$ cat src/rtl/uart_pkg.sv
`default_nettype none
// ------------------------------------------------------------------
// uart_pkg: shared UART receive constants and FSM state type.
// Rev 1.0
// ------------------------------------------------------------------
package uart_pkg;

   localparam int UART_DATA_BITS  = 8;
   localparam int FRAME_LEN_1STOP = 11;
   localparam int FRAME_LEN_2STOP = 12;

   localparam logic [2:0] ST_IDLE   = 3'd0;
   localparam logic [2:0] ST_START  = 3'd1;
   localparam logic [2:0] ST_DATA   = 3'd2;
   localparam logic [2:0] ST_PARITY = 3'd3;
   localparam logic [2:0] ST_STOP1  = 3'd4;
   localparam logic [2:0] ST_STOP2  = 3'd5;

   typedef enum logic [2:0] {
      IDLE   = ST_IDLE,
      START  = ST_START,
      DATA   = ST_DATA,
      PARITY = ST_PARITY,
      STOP1  = ST_STOP1,
      STOP2  = ST_STOP2
   } rx_state_t;

endpackage
`default_nettype wire

$ cat src/rtl/uart_rx_datapath.sv
`default_nettype none
// ------------------------------------------------------------------
// uart_rx_datapath: shift register, parity/stop checks, output regs.
// Rev 1.0
// ------------------------------------------------------------------
module uart_rx_datapath
   import uart_pkg::*;
(
   input  logic                      clk,
   input  logic                      reset,
   input  logic                      rx_bit,
   input  logic                      parity_sel,
   input  logic                      shift_en,
   input  logic                      parity_en,
   input  logic                      stop_en,
   input  logic                      done,
   output logic [UART_DATA_BITS-1:0] data_out,
   output logic                      valid_out,
   output logic                      parity_err,
   output logic                      frame_err
);

   logic [UART_DATA_BITS-1:0] shreg;
   logic                      parity_bad;
   logic                      stop_bad;

   always_ff @(posedge clk or negedge reset) begin
      if (!reset) begin
         shreg      <= '0;
         parity_bad <= 1'b0;
         stop_bad   <= 1'b0;
         data_out   <= '0;
         valid_out  <= 1'b0;
         parity_err <= 1'b0;
         frame_err  <= 1'b0;
      end else begin
         valid_out <= done;
         if (shift_en)
            shreg <= {rx_bit, shreg[UART_DATA_BITS-1:1]};
         // Parity sample also clears the stop accumulator for this frame.
         if (parity_en) begin
            parity_bad <= (^shreg) ^ rx_bit ^ parity_sel;
            stop_bad   <= 1'b0;
         end
         if (stop_en)
            stop_bad <= stop_bad | ~rx_bit;
         if (done) begin
            data_out   <= shreg;
            parity_err <= parity_bad;
            frame_err  <= stop_bad | ~rx_bit;
         end
      end
   end

endmodule
`default_nettype wire

$ cat src/rtl/uart_top_rx.sv
`default_nettype none
// ------------------------------------------------------------------
// uart_top_rx: UART receiver - synchronizer, bit timer and FSM.
// Rev 1.0
// ------------------------------------------------------------------
module uart_top_rx
   import uart_pkg::*;
#(
   parameter int DIV_W = 12
) (
   input  logic                      clk,
   input  logic                      reset,
   input  logic                      rx,
   input  logic                      parity_sel,
   input  logic                      stop_sel,
   input  logic [DIV_W-1:0]          baud_divisor,
   output logic [UART_DATA_BITS-1:0] data_out,
   output logic                      valid_out,
   output logic                      parity_err,
   output logic                      frame_err
);

   logic             sync1;
   logic             rx_s;
   logic             rx_prev;
   rx_state_t        state;
   logic [DIV_W-1:0] timer;
   logic [DIV_W-1:0] div_l;
   logic             psel_l;
   logic             ssel_l;
   logic [2:0]       bit_cnt;
   logic             tick;
   logic             fall;
   logic             shift_en;
   logic             parity_en;
   logic             stop_en;
   logic             done;

   always_ff @(posedge clk or negedge reset) begin
      if (!reset) begin
         sync1   <= 1'b1;
         rx_s    <= 1'b1;
         rx_prev <= 1'b1;
      end else begin
         sync1   <= rx;
         rx_s    <= sync1;
         rx_prev <= rx_s;
      end
   end

   // rx_prev must see a 1 first, so a line held low after a break never re-triggers.
   assign fall = rx_prev & ~rx_s;
   assign tick = (state != IDLE) && (timer == DIV_W'(1));

   always_ff @(posedge clk or negedge reset) begin
      if (!reset) begin
         state   <= IDLE;
         timer   <= '0;
         div_l   <= '0;
         psel_l  <= 1'b0;
         ssel_l  <= 1'b0;
         bit_cnt <= 3'd0;
      end else if (state == IDLE) begin
         if (fall) begin
            timer  <= baud_divisor >> 1;
            div_l  <= baud_divisor;
            psel_l <= parity_sel;
            ssel_l <= stop_sel;
            state  <= START;
         end
      end else if (tick) begin
         timer <= div_l;
         case (state)
            START: begin
               if (rx_s) begin
                  state <= IDLE;
               end else begin
                  state   <= DATA;
                  bit_cnt <= 3'd0;
               end
            end
            DATA: begin
               bit_cnt <= bit_cnt + 3'd1;
               if (bit_cnt == 3'd7)
                  state <= PARITY;
            end
            PARITY:  state <= STOP1;
            STOP1:   state <= ssel_l ? STOP2 : IDLE;
            default: state <= IDLE;
         endcase
      end else if (timer != '0) begin
         timer <= timer - DIV_W'(1);
      end
   end

   assign shift_en  = tick && (state == DATA);
   assign parity_en = tick && (state == PARITY);
   assign stop_en   = tick && ((state == STOP1) || (state == STOP2));
   assign done      = tick && (((state == STOP1) && !ssel_l) || (state == STOP2));

   uart_rx_datapath u_datapath (
      .clk        (clk),
      .reset      (reset),
      .rx_bit     (rx_s),
      .parity_sel (psel_l),
      .shift_en   (shift_en),
      .parity_en  (parity_en),
      .stop_en    (stop_en),
      .done       (done),
      .data_out   (data_out),
      .valid_out  (valid_out),
      .parity_err (parity_err),
      .frame_err  (frame_err)
   );

endmodule
`default_nettype wire
$ cat config.mk
export PLATFORM = sky130hd
export DESIGN_NAME = uart_top_rx
export DESIGN_NICKNAME = d
export VERILOG_FILES = /design/src/rtl/uart_pkg.sv /design/src/rtl/uart_rx_datapath.sv /design/src/rtl/uart_top_rx.sv
export SDC_FILE = /design/constraint.sdc
export NUM_CORES = 1
export LEC_CHECK = 0
export CORE_ASPECT_RATIO = 0.6
export CORE_MARGIN = 5
export CORE_UTILIZATION = 50
export CTS_BUF_LIST = sky130_fd_sc_hd__clkbuf_4
export DETAILED_ROUTE_END_ITERATION = 8
export GPL_ROUTABILITY_DRIVEN = 1
export PLACE_DENSITY_LB_ADDON = 0.08
export SLEW_MARGIN = 20
export SYNTH_ARGS = -nofsm -noshare
export SYNTH_HDL_FRONTEND = slang
export SYNTH_SLANG_ARGS = --single-unit
$ cat constraint.sdc
create_clock -name clk -period 2.26 [get_ports clk]
set_input_delay 0.339 -clock clk [delete_from_list [all_inputs] [get_ports clk]]
set_output_delay 0.339 -clock clk [all_outputs]
set_load 0.005 [all_outputs]
After elaboration in Yosys (flattened, before gate mapping). Cells that the tools add are included.

Flip-flop bits (word level): 56. Input port bits: 17. Output and inout bits: 11.

Add/subtract/negate cells: 2. Eq/ne operators: 10. Mux-type cells: 15. Bitwise logic cells: 6. Reductions and logical operators: 21.

Operators by type and width (number): $mux W12 (4); $mux W3 (6); $eq A12 B1 Y1 const B (1); $pmux W3 S4 (1); $reduce_bool A12 Y1 (1); $sub A12 B1 Y12 const B (1); $eq A3 B3 Y1 const B (3); $reduce_xor A8 Y1 (1); $eq A3 B2 Y1 const B (2); $logic_and A1 B1 Y1 (6); $pmux W3 S2 (1); $reduce_bool A2 Y1 (3); $reduce_bool A3 Y1 (2); $ne A2 B2 Y1 const B (2); $reduce_and A2 Y1 (2); $reduce_and A4 Y1 (1); $add A3 B1 Y3 const B (1); $eq A3 B1 Y1 const B (1); $logic_not A3 Y1 (1); $ne A3 B3 Y1 const B (1); $reduce_and A3 Y1 (1); $logic_or A1 B1 Y1 (2); $mux W1 (2); $mux W2 (1); 5 further kinds (7).

Logic depth before layout (Yosys ltp).
Depth after elaboration: 5. Mapped depth: 9. Gate-level depth less buffers: 7.

Hierarchy. Synthesis repeated with hierarchy kept, for this count alone.

Cells, all modules: 276. Area, all modules: 2802.7 sq um.

Modules (own cells, without submodules): uart_top_rx (times used 1, cells an instance 220, area each 1954.4 sq um); uart_rx_datapath (times used 1, cells an instance 56, area each 848.3 sq um).

Worst setup path before layout. Ideal clock, no wire load.

Path type: reg2reg. Start: register timer[2]. End: register u_datapath.shreg[1]. Setup time: 0.125 ns. Arrival: 2.055 ns. Required time: 2.135 ns. Slack: 0.080 ns. Stages on the path, launching flop included: 7. Buffers on the path: 2. Period minus slack after synthesis: 2.180 ns. Cell sequence: dfrtp_1 -> or4_1 -> buf_2 -> nor4b_4 -> and3_1 -> clkbuf_2 -> mux2_2.

Longest elaborated chain between the ends: 3.

RTL lines: start, declared (RTL line uart_top_rx.sv:27) `logic [DIV_W-1:0] timer;`; start signal, assigned (RTL line uart_top_rx.sv:65) `timer <= baud_divisor >> 1;`; start signal, assigned (RTL line uart_top_rx.sv:72) `timer <= div_l;`; start signal, assigned (RTL line uart_top_rx.sv:92) `timer <= timer - DIV_W'(1);`; $eq A12 B1 Y1 (RTL line uart_top_rx.sv:53) `assign tick = (state != IDLE) && (timer == DIV_W'(1));`; $logic_and A1 B1 Y1 (RTL line uart_top_rx.sv:53); $logic_and A1 B1 Y1 (RTL line uart_top_rx.sv:96) `assign shift_en = tick && (state == DATA);`; end signal, assigned (RTL line uart_rx_datapath.sv:39) `shreg <= {rx_bit, shreg[UART_DATA_BITS-1:1]};`; end, declared (RTL line uart_rx_datapath.sv:23) `logic [UART_DATA_BITS-1:0] shreg;`.

No other way between the ends. A chain may end at the register's enable or synchronous reset.

Worst setup path in the final report.
Start: register timer[4]. End: register u_datapath.shreg[5].

Same word-level chain as after synthesis.

==> summary.txt <==
Timing
  • Min Tclk post-route: 2198 ps
  • Final worst-path cycle share: 97.26%
  • Fmax achieved: 455.0 MHz
  • Final setup viols: 0
  • Fin. Hold Viols: 0
  • Slew HR: between 60% and 70%
  • Clock Skew: roughly 19 ps
  • Slew Limit Fails: 0
  • Worst Tran Pin Value: 578.6 ps

Synth
  • Synth top area share: between 40% and 50%
  • Asr flop ratio synth: 100.0%
  • Syn Inst Count: 281
  • Seq/Total Area, Yosys: 50.61%
  • Syn nets: 303
  • Synth cell count leaders: nand2_1 (61), dfrtp_1 (53), mux2_2 (19)
  • Synthesized area per cell: 9.880 sq um
  • Area leader, netlist: dfrtp_1
  • Top-count cell post-synth: nand2_1
  • Number of enable flip-flop cells after synthesis: 0
  • Netlist Area Pre-Place: 2776 sq um
  • Area contributors post-synth: dfrtp_1 (48%), nand2_1 (8.2%), mux2_2 (7.7%)
  • Register bit total from synthesis: 56
  • Syn. warnings: 0
  • Synth cell types: 45
  • Synth Flop Type: dfrtp_1

Run status
  • Outcome: complete, no violations

Power and ir drop
  • Sequential power share: 44.1%
  • Total power: 3.315 mW
  • Clock network power share: 20.3%
  • Power Dens Cells: 983.4 nW/um^2
  • Internal: 2.110 mW
  • Sw power: 1.205 mW
  • Sw Share: 36.35%
  • Logic gate share of total power: around 36%
  • Static leakage: 1.538 nW
  • Worst vdd ir: between 0.0004 and 0.0005 V

GRT
  • Largest net degree at the start of global routing: 25
  • Gr usage total: about a fifth
  • First-pass GRT wire length: 10830 microns
  • Gr ovfl total: 0
  • Initial antenna violation count: 0
  • Vias in the first global route: around 2000

Die
  • # IOs: 28
  • Die area: 7192 sq um
  • # rows: 21
  • Die Width: between 100 and 150 microns
  • Die H: 67.72 microns
  • Core Area: 5492 sq um
  • Initial core utilization: 50.56%

Drt
  • Met3 routed WL: 487 microns
  • Drt initial violations: 158
  • Top Layer Used: met4
  • Met1 wire length: 3572 microns
  • Remaining DRCs: 0
  • Drt via density: roughly 5.6
  • Final wirelength: about 6500 microns
  • Number of antenna-violating nets in the routed design: 0
  • Met2 wire len: approximately 2400 microns
  • Via Count: about 2200
  • Routed wire length per instance: 16.46 microns
  • Drt pass-1 iters: 4

Min path
  • Worst hold-check path type: reg2reg

Placement
  • Count of buffers from port buffering: 27
  • Post-DP HPWL: 4810 microns
  • GPL Wtd Cong: 0.8987

Clocking
  • CTS tree: built
  • Worst skew pair latency: between 300 and 400 ps
  • Clk root buf: clkbuf_4
  • Total CTS buffers: 5
  • CTS Buffer Depth: 2
  • Clk slew on worst S/H paths: between 150 and 200 ps
  • Htree depth: 2
  • Sink Count: 56

Finish
  • Ant. Diodes: 0
  • Combined area of the multi-input logic cells: roughly 1300 sq um
  • Core Util, Final: between 60 and 70%
  • Fillers: slightly below 500
  • Register area: 1405 sq um
  • Nets: 348
  • Synth-to-Final Area Change: 21.41%
  • Share of layout cells above drive strength 1: 19.27%

Setup path
  • Critical Path AT: 2460 ps
  • Worst setup EP type: flop
  • Crit path launch type: flop
  • Crit. Startpoint: timer[4]
  • R2R depth: 5
  • Worst r2r src: timer[4]
  • Setup CP Type: reg2reg
  • Crit path max fanout: 10
  • R2R setup slack: 60 ps
  • Data required, critical path: around 2500 ps
  • Crit path capture: u_datapath.shreg[5]
  • Reg2reg end: u_datapath.shreg[5]

Run
  • Max_cap viols: 0
placed cells by master (no fill, tap or decap), types with 2 or more instances in the layout:
master	Yosys	layout
a21oi_1	17	16
a22o_1	2	2
a31oi_1	2	2
a32o_1	2	2
and2_1	2	2
buf_4	1	22
bufinv_16	0	2
clkbuf_4	0	6
clkdlybuf4s50_1	0	26
dfrtp_1	53	53
dfstp_2	3	3
ha_1	5	5
inv_1	6	6
mux2_2	19	19
nand2_1	61	61
nand2b_1	4	3
nand3_1	6	5
nand4_1	2	2
nor2_1	13	13
nor3_1	7	7
nor4_1	4	4
o2111ai_1	2	2
o21ai_0	18	18
o2bb2ai_1	7	7
o31ai_1	2	2
or3_1	2	2
xnor2_1	9	9
stage by stage:
step	setup TNS, ps	setup WS (ps)	hold WS (ps)	area (sq um)	std cells
floorplan	0	80.14	43.41	2776	281
global placement	0	51.52	347.3	3214	385
detailed placement	0	1.389	348.8	3214	385
CTS	0	19.40	356.2	3341	394
global route	-8.745	-8.745	337.9	3371	396
finish	0	61.98	367.3	3371	396
routing by layer:
metal | vias to the layer above | global-route usage, %
li1 | 1082 | -
met1 | 1044 | 33.09
met2 | 74 | 24.37
met3 | 2 | 4.680
met4 | 0 | 3.393
met5 | - | 0
cells by family after synthesis:
group	share of synthesized area, %
AND/OR/NAND/NOR	18.61
XOR/XNOR	2.839
multiplexers	7.706
adder cells (fa/ha/maj)	2.253
AO/OA/AOI/OAI	14.60
flip-flops	50.61
buffers and inverters	3.380
final cells by class:
| class | instances | share of cell area, % |
|---|---|---|
| clock buffer | 6 | 1.336 |
| tap | 69 | 2.561 |
| multi-input combinational | 206 | 38.57 |
| inverter | 6 | 0.6682 |
| timing repair buffer | 51 | 13.40 |
| sequential | 56 | 41.69 |
| clock inverter | 2 | 1.782 |
worst max-delay path: stages (launching register included):
cell and delay (ps):
dfrtp_1 410, or4_1 600, nor4b_4 290, buf_6 180, and3_2 260, mux2_2 350
registers in the layout (all words and copies together), names as in the netlist:
register,cells
u_datapath.frame_err,1
timer,12
u_datapath.stop_bad,1
state,3
u_datapath.valid_out,1
u_datapath.data_out,8
bit_cnt,3
ssel_l,1
sync1,1
psel_l,1
u_datapath.parity_bad,1
u_datapath.parity_err,1
rx_prev,1
u_datapath.shreg,8
rx_s,1
div_l,12
power by group through the flow:
| stage | Clock, mW | Sequential (mW) | Combinational (mW) |
|---|---|---|---|
| 2_1_floorplan | 0 | 1.41 | 0.758 |
| 3_3_place_gp | 0 | 1.47 | 1.11 |
| 3_5_place_dp | 0 | 1.48 | 1.12 |
| 4_1_cts | 0.686 | 1.46 | 1.14 |
| 5_1_grt | 0.729 | 1.50 | 1.30 |
| 6_report | 0.674 | 1.46 | 1.18 |
how the worst min path moves through the flow:
| stage | startpoint | end | slack [ps] | cells after the start |
|---|---|---|---|---|
| floorplan | reset | bit_cnt[0] | 40 | 0 |
| global placement | sync1 | rx_s | 350 | 0 |
| detailed placement | sync1 | rx_s | 350 | 0 |
| CTS | rx | sync1 | 360 | 1 |
| global route | rx | sync1 | 340 | 1 |
| finish | sync1 | rx_s | 370 | 0 |
what timing repair did:
| item | CTS | global route |
|---|---|---|
| hold buffers | 1 | 0 |
| gates cloned | 0 | 0 |
| endpoints found under the hold margin | 22 | 0 |
| pin swaps | 0 | 1 |
| buffers inserted | 0 | 2 |
| endpoints found under the setup margin | 7 | 19 |
| gates resized for setup | 3 | 4 |
Note: power is estimated with default switching activity, not from simulation.
